$ cat config.mk
export PLATFORM = sky130hd
export DESIGN_NAME = ss_start_sequencer
export DESIGN_NICKNAME = d
export VERILOG_FILES = /design/src/rtl/ss_start_sequencer.sv
export SDC_FILE = /design/constraint.sdc
export NUM_CORES = 1
export LEC_CHECK = 0
export ABC_AREA = 1
export BUFFER_PORTS_ARGS = -buffer_cell sky130_fd_sc_hd__buf_4
export CAP_MARGIN = 0
export CORE_MARGIN = 2
export CORE_UTILIZATION = 51
export DETAILED_ROUTE_END_ITERATION = 10
export PLACE_DENSITY = 0.82
export SKIP_LAST_GASP = 1
export SLEW_MARGIN = 40
export SYNTH_ARGS = -nofsm -noshare
export SYNTH_HDL_FRONTEND = slang
export SYNTH_SLANG_ARGS = --single-unit
$ cat constraint.sdc
create_clock -name i_clk -period 2.3 [get_ports i_clk]
set_input_delay 0.23 -clock i_clk [delete_from_list [all_inputs] [get_ports i_clk]]
set_output_delay 0.23 -clock i_clk [all_outputs]
set_load 0.01 [all_outputs]
$ cat src/rtl/ss_start_sequencer.sv
// ss_start_sequencer: multi-channel start-request sequencer for one shared
// worker engine. Requests are latched as pending, arbitrated round-robin and
// granted one at a time as a single-cycle o_w_start pulse tagged with a
// channel ID. A job stays busy until i_done or until the watchdog expires.
module ss_start_sequencer #(
   parameter int N_CH        = 4,
   parameter int MODE_EDGE   = 1,
   parameter int TIMEOUT_CYC = 200,
   parameter int TO_W        = 8,
   localparam int CH_W       = (N_CH > 1) ? $clog2(N_CH) : 1
) (
   input  logic            i_clk,
   input  logic            i_rst,
   input  logic [N_CH-1:0] i_start,
   input  logic            i_done,
   output logic            o_w_start,
   output logic [CH_W-1:0] o_ch_id,
   output logic            o_busy,
   output logic [N_CH-1:0] o_pending,
   output logic            o_timeout,
   output logic            o_err_done
);

   typedef enum logic {S_IDLE, S_WAIT} state_t;

   // Last counter value before an abort; unused when the watchdog is off.
   localparam logic [TO_W-1:0] TO_LAST =
      (TIMEOUT_CYC > 0) ? TO_W'(TIMEOUT_CYC - 1) : '0;
   // Pointer holds the last winner; starting at N_CH-1 makes ch0 first.
   localparam logic [CH_W-1:0] PTR_RST = CH_W'(N_CH - 1);

   state_t            state;
   logic [N_CH-1:0]   prev;
   logic [N_CH-1:0]   pending;
   logic [N_CH-1:0]   req;
   logic [N_CH-1:0]   grant_oh;
   logic [N_CH-1:0]   grant;
   logic [CH_W-1:0]   rr_ptr;
   logic [CH_W-1:0]   winner;
   logic [CH_W-1:0]   idx;
   logic              found;
   logic              fire;
   logic [TO_W-1:0]   to_cnt;

   assign o_pending = pending;

   // Request detection: rising edge against the registered history, or raw level.
   always_comb begin
      if (MODE_EDGE != 0) begin
         req = i_start & ~prev;
      end else begin
         req = i_start;
      end
   end

   // Round-robin search over the registered pending set, starting after the last winner.
   always_comb begin
      winner = rr_ptr;
      found  = 1'b0;
      idx    = '0;
      for (int i = 1; i <= N_CH; i++) begin
         idx = CH_W'((int'(rr_ptr) + i) % N_CH);
         if (!found && pending[idx]) begin
            found  = 1'b1;
            winner = idx;
         end
      end
   end

   // A grant is issued from IDLE, or from WAIT in the cycle the current job completes.
   always_comb begin
      fire     = found && ((state == S_IDLE) || i_done);
      grant_oh = found ? (N_CH'(1) << winner) : '0;
      grant    = fire ? grant_oh : '0;
   end

   // Edge history and pending set; a new request wins over a same-cycle grant clear.
   always_ff @(posedge i_clk) begin
      if (i_rst) begin
         prev    <= '0;
         pending <= '0;
      end else begin
         prev    <= i_start;
         pending <= (pending & ~grant) | req;
      end
   end

   // Control FSM with registered outputs, round-robin pointer and watchdog counter.
   always_ff @(posedge i_clk) begin
      if (i_rst) begin
         state      <= S_IDLE;
         rr_ptr     <= PTR_RST;
         to_cnt     <= '0;
         o_w_start  <= 1'b0;
         o_ch_id    <= '0;
         o_busy     <= 1'b0;
         o_timeout  <= 1'b0;
         o_err_done <= 1'b0;
      end else begin
         o_w_start  <= 1'b0;
         o_timeout  <= 1'b0;
         o_err_done <= 1'b0;
         case (state)
            S_IDLE: begin
               if (i_done) begin
                  o_err_done <= 1'b1;
               end
               if (fire) begin
                  state     <= S_WAIT;
                  o_w_start <= 1'b1;
                  o_ch_id   <= winner;
                  o_busy    <= 1'b1;
                  rr_ptr    <= winner;
                  to_cnt    <= '0;
               end
            end
            S_WAIT: begin
               if (i_done) begin
                  if (fire) begin
                     o_w_start <= 1'b1;
                     o_ch_id   <= winner;
                     o_busy    <= 1'b1;
                     rr_ptr    <= winner;
                     to_cnt    <= '0;
                  end else begin
                     state  <= S_IDLE;
                     o_busy <= 1'b0;
                  end
               end else if ((TIMEOUT_CYC != 0) && (to_cnt == TO_LAST)) begin
                  state     <= S_IDLE;
                  o_busy    <= 1'b0;
                  o_timeout <= 1'b1;
               end else begin
                  to_cnt <= to_cnt + 1'b1;
               end
            end
            default: begin
               state  <= S_IDLE;
               o_busy <= 1'b0;
            end
         endcase
      end
   end

endmodule

==> results of run 1 <==
-- registers in the layout, summed over array words and instances (netlist names), 2 cells and up --
name       count
to_cnt         8
prev           4
o_ch_id        2
rr_ptr         2
o_pending      4
-- cell families after synthesis --
logic type | after synthesis
DFF | 25
adders and majority gates | 1
buffers and inverters | 32
xor gates and xnor gates | 1
AOI/OAI and AO/OA | 19
and+or+nand+nor | 129
-- metal layers --
layer	routed length (um)	GRT usage, %
met5	0	0
met4	26	5.32
met3	80	2.76
met2	1160	28.7
met1	1300	23.5
-- power breakdown --
part | switching (uW) | total, uW | leakage [uW] | internal [uW]
Sequential | 64.9 | 582 | 0.000206 | 517
Clock | 123 | 191 | 0.0000150 | 67.7
Combinational | 693 | 1070 | 0.000545 | 374
Total | 881 | 1840 | 0.000766 | 959
-- stage by stage --
stage	std cells	setup WS, ns	utilization (%)	hold slack (ns)
detailed placement	251	0.539	57.0	0.444
CTS	255	0.514	57.9	0.138
finish	255	0.510	57.9	0.138
global route	255	0.338	57.9	0.129
global placement	251	0.609	57.0	0.436
floorplan	207	0.877	-	0.306
-- final timing paths --
check                               from                       to  cells past startpoint
setup / recovery  rr_ptr[1]$_SDFFE_PP1P_   rr_ptr[1]$_SDFFE_PP1P_                     11
hold / removal                i_start[1]       prev[1]$_SDFF_PP0_                      3
setup reg to reg  rr_ptr[1]$_SDFFE_PP1P_   rr_ptr[1]$_SDFFE_PP1P_                     11
hold reg to reg       prev[3]$_SDFF_PP0_  o_pending[3]$_SDFF_PP0_                      3
-- cell type report --
| class | count | area, um^2 | share of cell area [%] |
|---|---|---|---|
| clock buffer | 4 | 26.3 | 1.67 |
| inverter | 28 | 110 | 7.01 |
| multi-input combinational | 150 | 767 | 48.8 |
| sequential | 25 | 500 | 31.9 |
| tap | 31 | 38.8 | 2.47 |
| timing repair buffer | 17 | 128 | 8.13 |
-- worst max-delay path: stages (launching register included) --
cell and delay (ns):
dfxtp_1 0.57, inv_6 0.08, nand2_2 0.07, nand2_2 0.08, nand2_4 0.08, nand2_4 0.08, nor2_4 0.11, nand3_2 0.09
nand2_4 0.18, nand2_1 0.17, nor2_1 0.15, a21oi_2 0.04
-- layout by cell type (no fill, tap or decap) --
cell      instances
nand3_1          11
nand2_2           9
inv_2             6
buf_4            17
nand4_1           1
inv_1            21
o21ai_1           4
and3_1            1
nor3b_2           1
inv_6             1
o21bai_1          1
nor2_1           23
clkbuf_4          3
ha_1              1
nand3_2           3
nand2_1          67
a22oi_1           1
a21oi_1           3
a21oi_2           4
nor3_1            2
clkbuf_1          1
o211ai_2          1
o21ai_0           5
xor2_1            1
nor2_4            2
nand2_4           6
nor2_2            3
dfxtp_1          25
==> results.yml, run 1 <==
status:
  status: "complete, no violations"
synth:
  synth_compound_area_share_pct: 8.61
  syn_avg_cell_area_um2: 6.88
  async_flop_share_pct: 0
  synth_top_cells_by_count: "nand2_1 (67), dfxtp_1 (25), nor2_1 (23), inv_1 (21), nand3_1 (11)"
  synth_fa_ha_area_share_pct: 0.879
  syn_area_mm2: 0.00142
  synth_cells: 207
  synth_largest_area_cell: "dfxtp_1"
  synthDominantCellAreaShare_pct: 35.1
  synth_edf_count: 0
  synth.most_common_cell: "nand2_1"
  syn_nets: 215
  synthSimpleGateAreaFrac_pct: 43.8
  synth_area_leaders: "dfxtp_1 (35%), nand2_1 (18%), nor2_1 (6.1%)"
  synth_xor_area_share_pct: 0.615
  synth_top_family_by_area: "simple AND/OR/NAND/NOR gates"
  yosysSeqAreaShare_pct: 35.1
  ys_ff_latch: 25
  synth.area.mux_share_pct: 0
  yosysWarnings: 0
  synth_flop_cell: "dfxtp_1"
  ys_types: 28
timing:
  setup_tns_ns: 0
  period_share_pct: 77.8
  finClkSkew_ns: 0.00722
  slew_headroom_pct: 74.4
  fmax_ghz: 0.559
  rsz0062_at_grt: "no"
  tightest_slew_ns: 0.383
  hold_viol_final: 0
  slew_violations: 0
  setup_viol: 0
  min_period_ns: 1.79
clock_network:
  cts_sinks: 25
  cts_made_buffers: 3
  h-tree-depth: 1
  clock_path_buffers: 2
  cts-root-buf: "clkbuf_4"
  cts_tree: "yes"
  clock_latency_ns: 0.31
  cts_setup_buffers: 0
  cts_resized: 0
  cts-hold-fix-buffers: 0
  clkTransAtPathRegs_ns: 0.12
finish:
  nets: 233
  fillers: 279
  postLayoutCellArea_mm2: 0.00157
  areaGrowthSynthToFinish_pct: 10.3
  antenna_cells: 0
  drive_gt1_share_pct: 25.0
global_routing:
  grt_pass1_vias: 1185
  grt_pass1_wl_um: 4570
  grt_start_max_net_pins: 15
  grt_overflow: 0
  grt_usage_pct: 17.5
  antenna_found_initial: 0
critical_path:
  worst_setup_path_start_kind: "flip-flop"
  setup.worst_path.end_class: "flip-flop"
  critical_path_class: "flip-flop to flip-flop"
  crit_required_ns: 2.51
  crit_fanout: 13
  r2r_slack_ns: 0.51
  crit_arrival_ns: 2.00
floorplanning:
  io_pins: 17
  fp.dieH_um: 56.8
  dieArea_mm2: 0.00323
  num_rows: 19
  die_width_um: 56.8
  coreArea_mm2: 0.00271
  start_util_pct: 52.5
place:
  dp_hpwl_um: 2030
  gp_congestion: 0.826
  port_buffers: 16
  placed_cell_area_mm2: 0.00154
drt:
  num_vias: 1237
  drcViolationCount: 0
  viasPerCell: 4.85
  dr.pass1.iters: 4
  avgRoutedWirePerCell_um: 10.0
  ant_nets: 0
  wl_um: 2560
  drt_iter0_drc: 22
pwr:
  cellPowerDensity_mw_per_mm2: 1170
  p_leak_uw: 0.000766
  p_total_uw: 1840
  peakVddDrop_v: 0.000868
worst_hold_path:
  hold_class: "input port to flip-flop"
run:
  max_cap_viol_count: 0
Note: power is estimated with default switching activity, not from simulation.
==> inputs of run 2 (changes only) <==
--- a/config.mk
+++ b/config.mk
@@ -11,7 +11,7 @@
 export CORE_MARGIN = 2
 export CORE_UTILIZATION = 51
 export DETAILED_ROUTE_END_ITERATION = 10
-export PLACE_DENSITY = 0.82
+export PLACE_DENSITY = 0.85
 export SKIP_LAST_GASP = 1
 export SLEW_MARGIN = 40
 export SYNTH_ARGS = -nofsm -noshare
==> constraint.sdc (replaced) <==
create_clock -name i_clk -period 1.6 [get_ports i_clk]
set_input_delay 0.16 -clock i_clk [delete_from_list [all_inputs] [get_ports i_clk]]
set_output_delay 0.16 -clock i_clk [all_outputs]
set_load 0.01 [all_outputs]
==> run 2 against run 1 <==
Net effect: the flow now finishes with violations (negative setup slack); register-to-register slack got worse by 0.53 ns; critical path depth did not move; flip-flop and latch count unchanged; non-clock buffer count rose by 11; worst hold slack lost 0.090 ns; clock power rose by 51%; utilization is 8.4 points higher; clock-buffer cell count down 1; sequential power up 44%; first-iteration DRC count rose to 2.6 times the previous value; critical path type unchanged; critical endpoint unchanged; highest routed layer unchanged.
==> results.yml, run 2 (synthesis results as in run 1) <==
pwr:
  peakVddDrop_v: 0.00150
  cellPowerDensity_mw_per_mm2: 1850
  p_leak_uw: 0.000853
timing:
  setup_slack_ns: -0.0151
  finClkSkew_ns: 0.00382
  tightest_slew_ns: 0.356
  slew_violations: 0
  period_share_pct: 101
  min_period_ns: 1.62
  fmax_ghz: 0.619
  slew_headroom_pct: 76.3
  setup_viol: 3
  hold_viol_final: 0
  hold_slack_ns: 0.0476
  rsz0062_at_grt: "yes"
critical_path:
  critPathMaxStageDelay_ns: 0.35
  crit_fanout: 8
  worst_setup_path_start_kind: "flip-flop"
  crit_required_ns: 1.84
  setup.worst_path.end_class: "flip-flop"
  slowest_stage: "dfxtp_2"
  crit_arrival_ns: 1.85
  path_cells: "buf_12 -> nand2_1 -> nand2_4 -> nand2_4 -> nand2_8 -> nor2_4 -> nand3_4 -> nand2_8 -> nand2_4 -> nor2_1 -> a21oi_2"
  critical_path_class: "flip-flop to flip-flop"
  cp_common_cell: "nand2_4"
floorplanning:
  coreArea_mm2: 0.00271
  die_width_um: 56.8
  start_util_pct: 52.5
  dieArea_mm2: 0.00323
  io_pins: 17
  fp.dieH_um: 56.8
  num_rows: 19
finish:
  fillers: 221
  largest_reg_flops: 8
  final_cell_mix: "nand2_1 (61), buf_4 (23), dfxtp_1 (23)"
  postLayoutCellArea_mm2: 0.00180
  antenna_cells: 0
  drive_gt1_share_pct: 35.6
  regMostFlops: "to_cnt"
  layout_commonest_cell: "nand2_1"
  multiInputGateArea_um2: 881
  seq_area_um2: 505
  nets: 245
  areaGrowthSynthToFinish_pct: 26.4
drt:
  dr.pass1.iters: 5
  num_vias: 1386
  viasPerCell: 5.19
  ant_nets: 0
  wl_um: 3320
  avgRoutedWirePerCell_um: 12.4
  drcViolationCount: 0
  drt_iter0_drc: 57
place:
  dp_hpwl_um: 2160
  port_buffers: 16
  gp_congestion: 0.886
  placed_cell_area_mm2: 0.00159
status:
  violations: "negative setup slack"
  status: "finished with violations"
clock_network:
  cts_sinks: 25
  cts_made_buffers: 3
  cts_tree: "yes"
  h-tree-depth: 1
  clkTransAtPathRegs_ns: 0.13
  clock_latency_ns: 0.33
  cts-root-buf: "clkbuf_4"
  clock_path_buffers: 2
run:
  max_cap_viol_count: 0
global_routing:
  grt_overflow: 0
  grt_start_max_net_pins: 15
  antenna_found_initial: 0
  grt_pass1_wl_um: 4880
  grt_pass1_vias: 1183
  grt_usage_pct: 18.4
worst_hold_path:
  hold_class: "input port to flip-flop"
==> run 2: changes by cell type in the layout (fill, tap and decap cells not counted), moves of 2 or more <==
cell,previous run,this run
nand3_4,0,2
nand2_8,0,2
nand2_4,6,8
nand2_1,67,61
nor2_2,3,5
nor2_4,2,6
dfxtp_1,25,23
buf_4,17,23
nor2_1,23,17
nand2_2,9,12
nand3_2,3,1
buf_6,0,3
==> run 2: metal layers <==
layer  vias up  wire, um  global-route usage (%)
met5         -         0                       0
met4         0        39                    6.31
met3         7       130                    1.38
met2        46      1700                    29.9
met1       637      1460                    25.7
li1        696         -                       -
==> run 2: layout make-up <==
cell class              instances  share of cell area [%]
inverters                      28                    6.40
multi-input cells             151                    49.0
flip-flops and latches         25                    28.1
clock inverters                 1                   0.278
clock buffers                   3                    1.25
well taps                      31                    2.16
repair buffers                 28                    12.9
==> run 2: through the flow <==
| stage | utilization [%] | setup TNS, ns | power [uW] | worst slack [ns] | instances |
|---|---|---|---|---|---|
| after floorplan | - | 0 | 2160 | 0.177 | 207 |
| after global placement | 58.8 | 0 | 2450 | 0.00788 | 256 |
| after detailed placement | 58.8 | -0.260 | 2480 | -0.0661 | 256 |
| after CTS | 61.0 | 0 | 2900 | 0.00316 | 262 |
| after global routing | 66.4 | -0.883 | 3560 | -0.0965 | 267 |
| final | 66.4 | -0.0317 | 3330 | -0.0151 | 267 |
==> run 2: final timing paths <==
kind                                from                 endpoint  slack, ns  cells after the start
setup reg to reg  rr_ptr[1]$_SDFFE_PP1P_   rr_ptr[1]$_SDFFE_PP1P_      -0.02                     11
hold / removal                i_start[1]       prev[1]$_SDFF_PP0_       0.05                      3
setup / recovery  rr_ptr[1]$_SDFFE_PP1P_   rr_ptr[1]$_SDFFE_PP1P_      -0.02                     11
hold reg to reg       prev[1]$_SDFF_PP0_  o_pending[1]$_SDFF_PP0_       0.48                      3
==> run 2: where the power goes <==
part / internal (uW) / leakage, uW / total, uW / switching (uW)
Combinational: 848 / 0.000630 / 2210 / 1360
Clock: 94.0 / 0.0000177 / 288 / 194
Sequential: 750 / 0.000206 / 836 / 85.6
==> run 2: timing repair <==
action / 4_1_cts / 5_1_grt
cloned: 1 / 1
setup endpoints to repair: 9 / 17
pin swaps: 3 / 12
buffers inserted: 1 / 4
resized for setup: 6 / 28
hold buffers: 0 / 0
==> run 2: critical path, delay by kind of cell (launching register included) <==
family	cells	cell delay (ns)
AO/OA/AOI/OAI	1	0.04
buffers and inverters	1	0.14
flip-flops	1	0.35
AND/OR/NAND/NOR	9	0.98
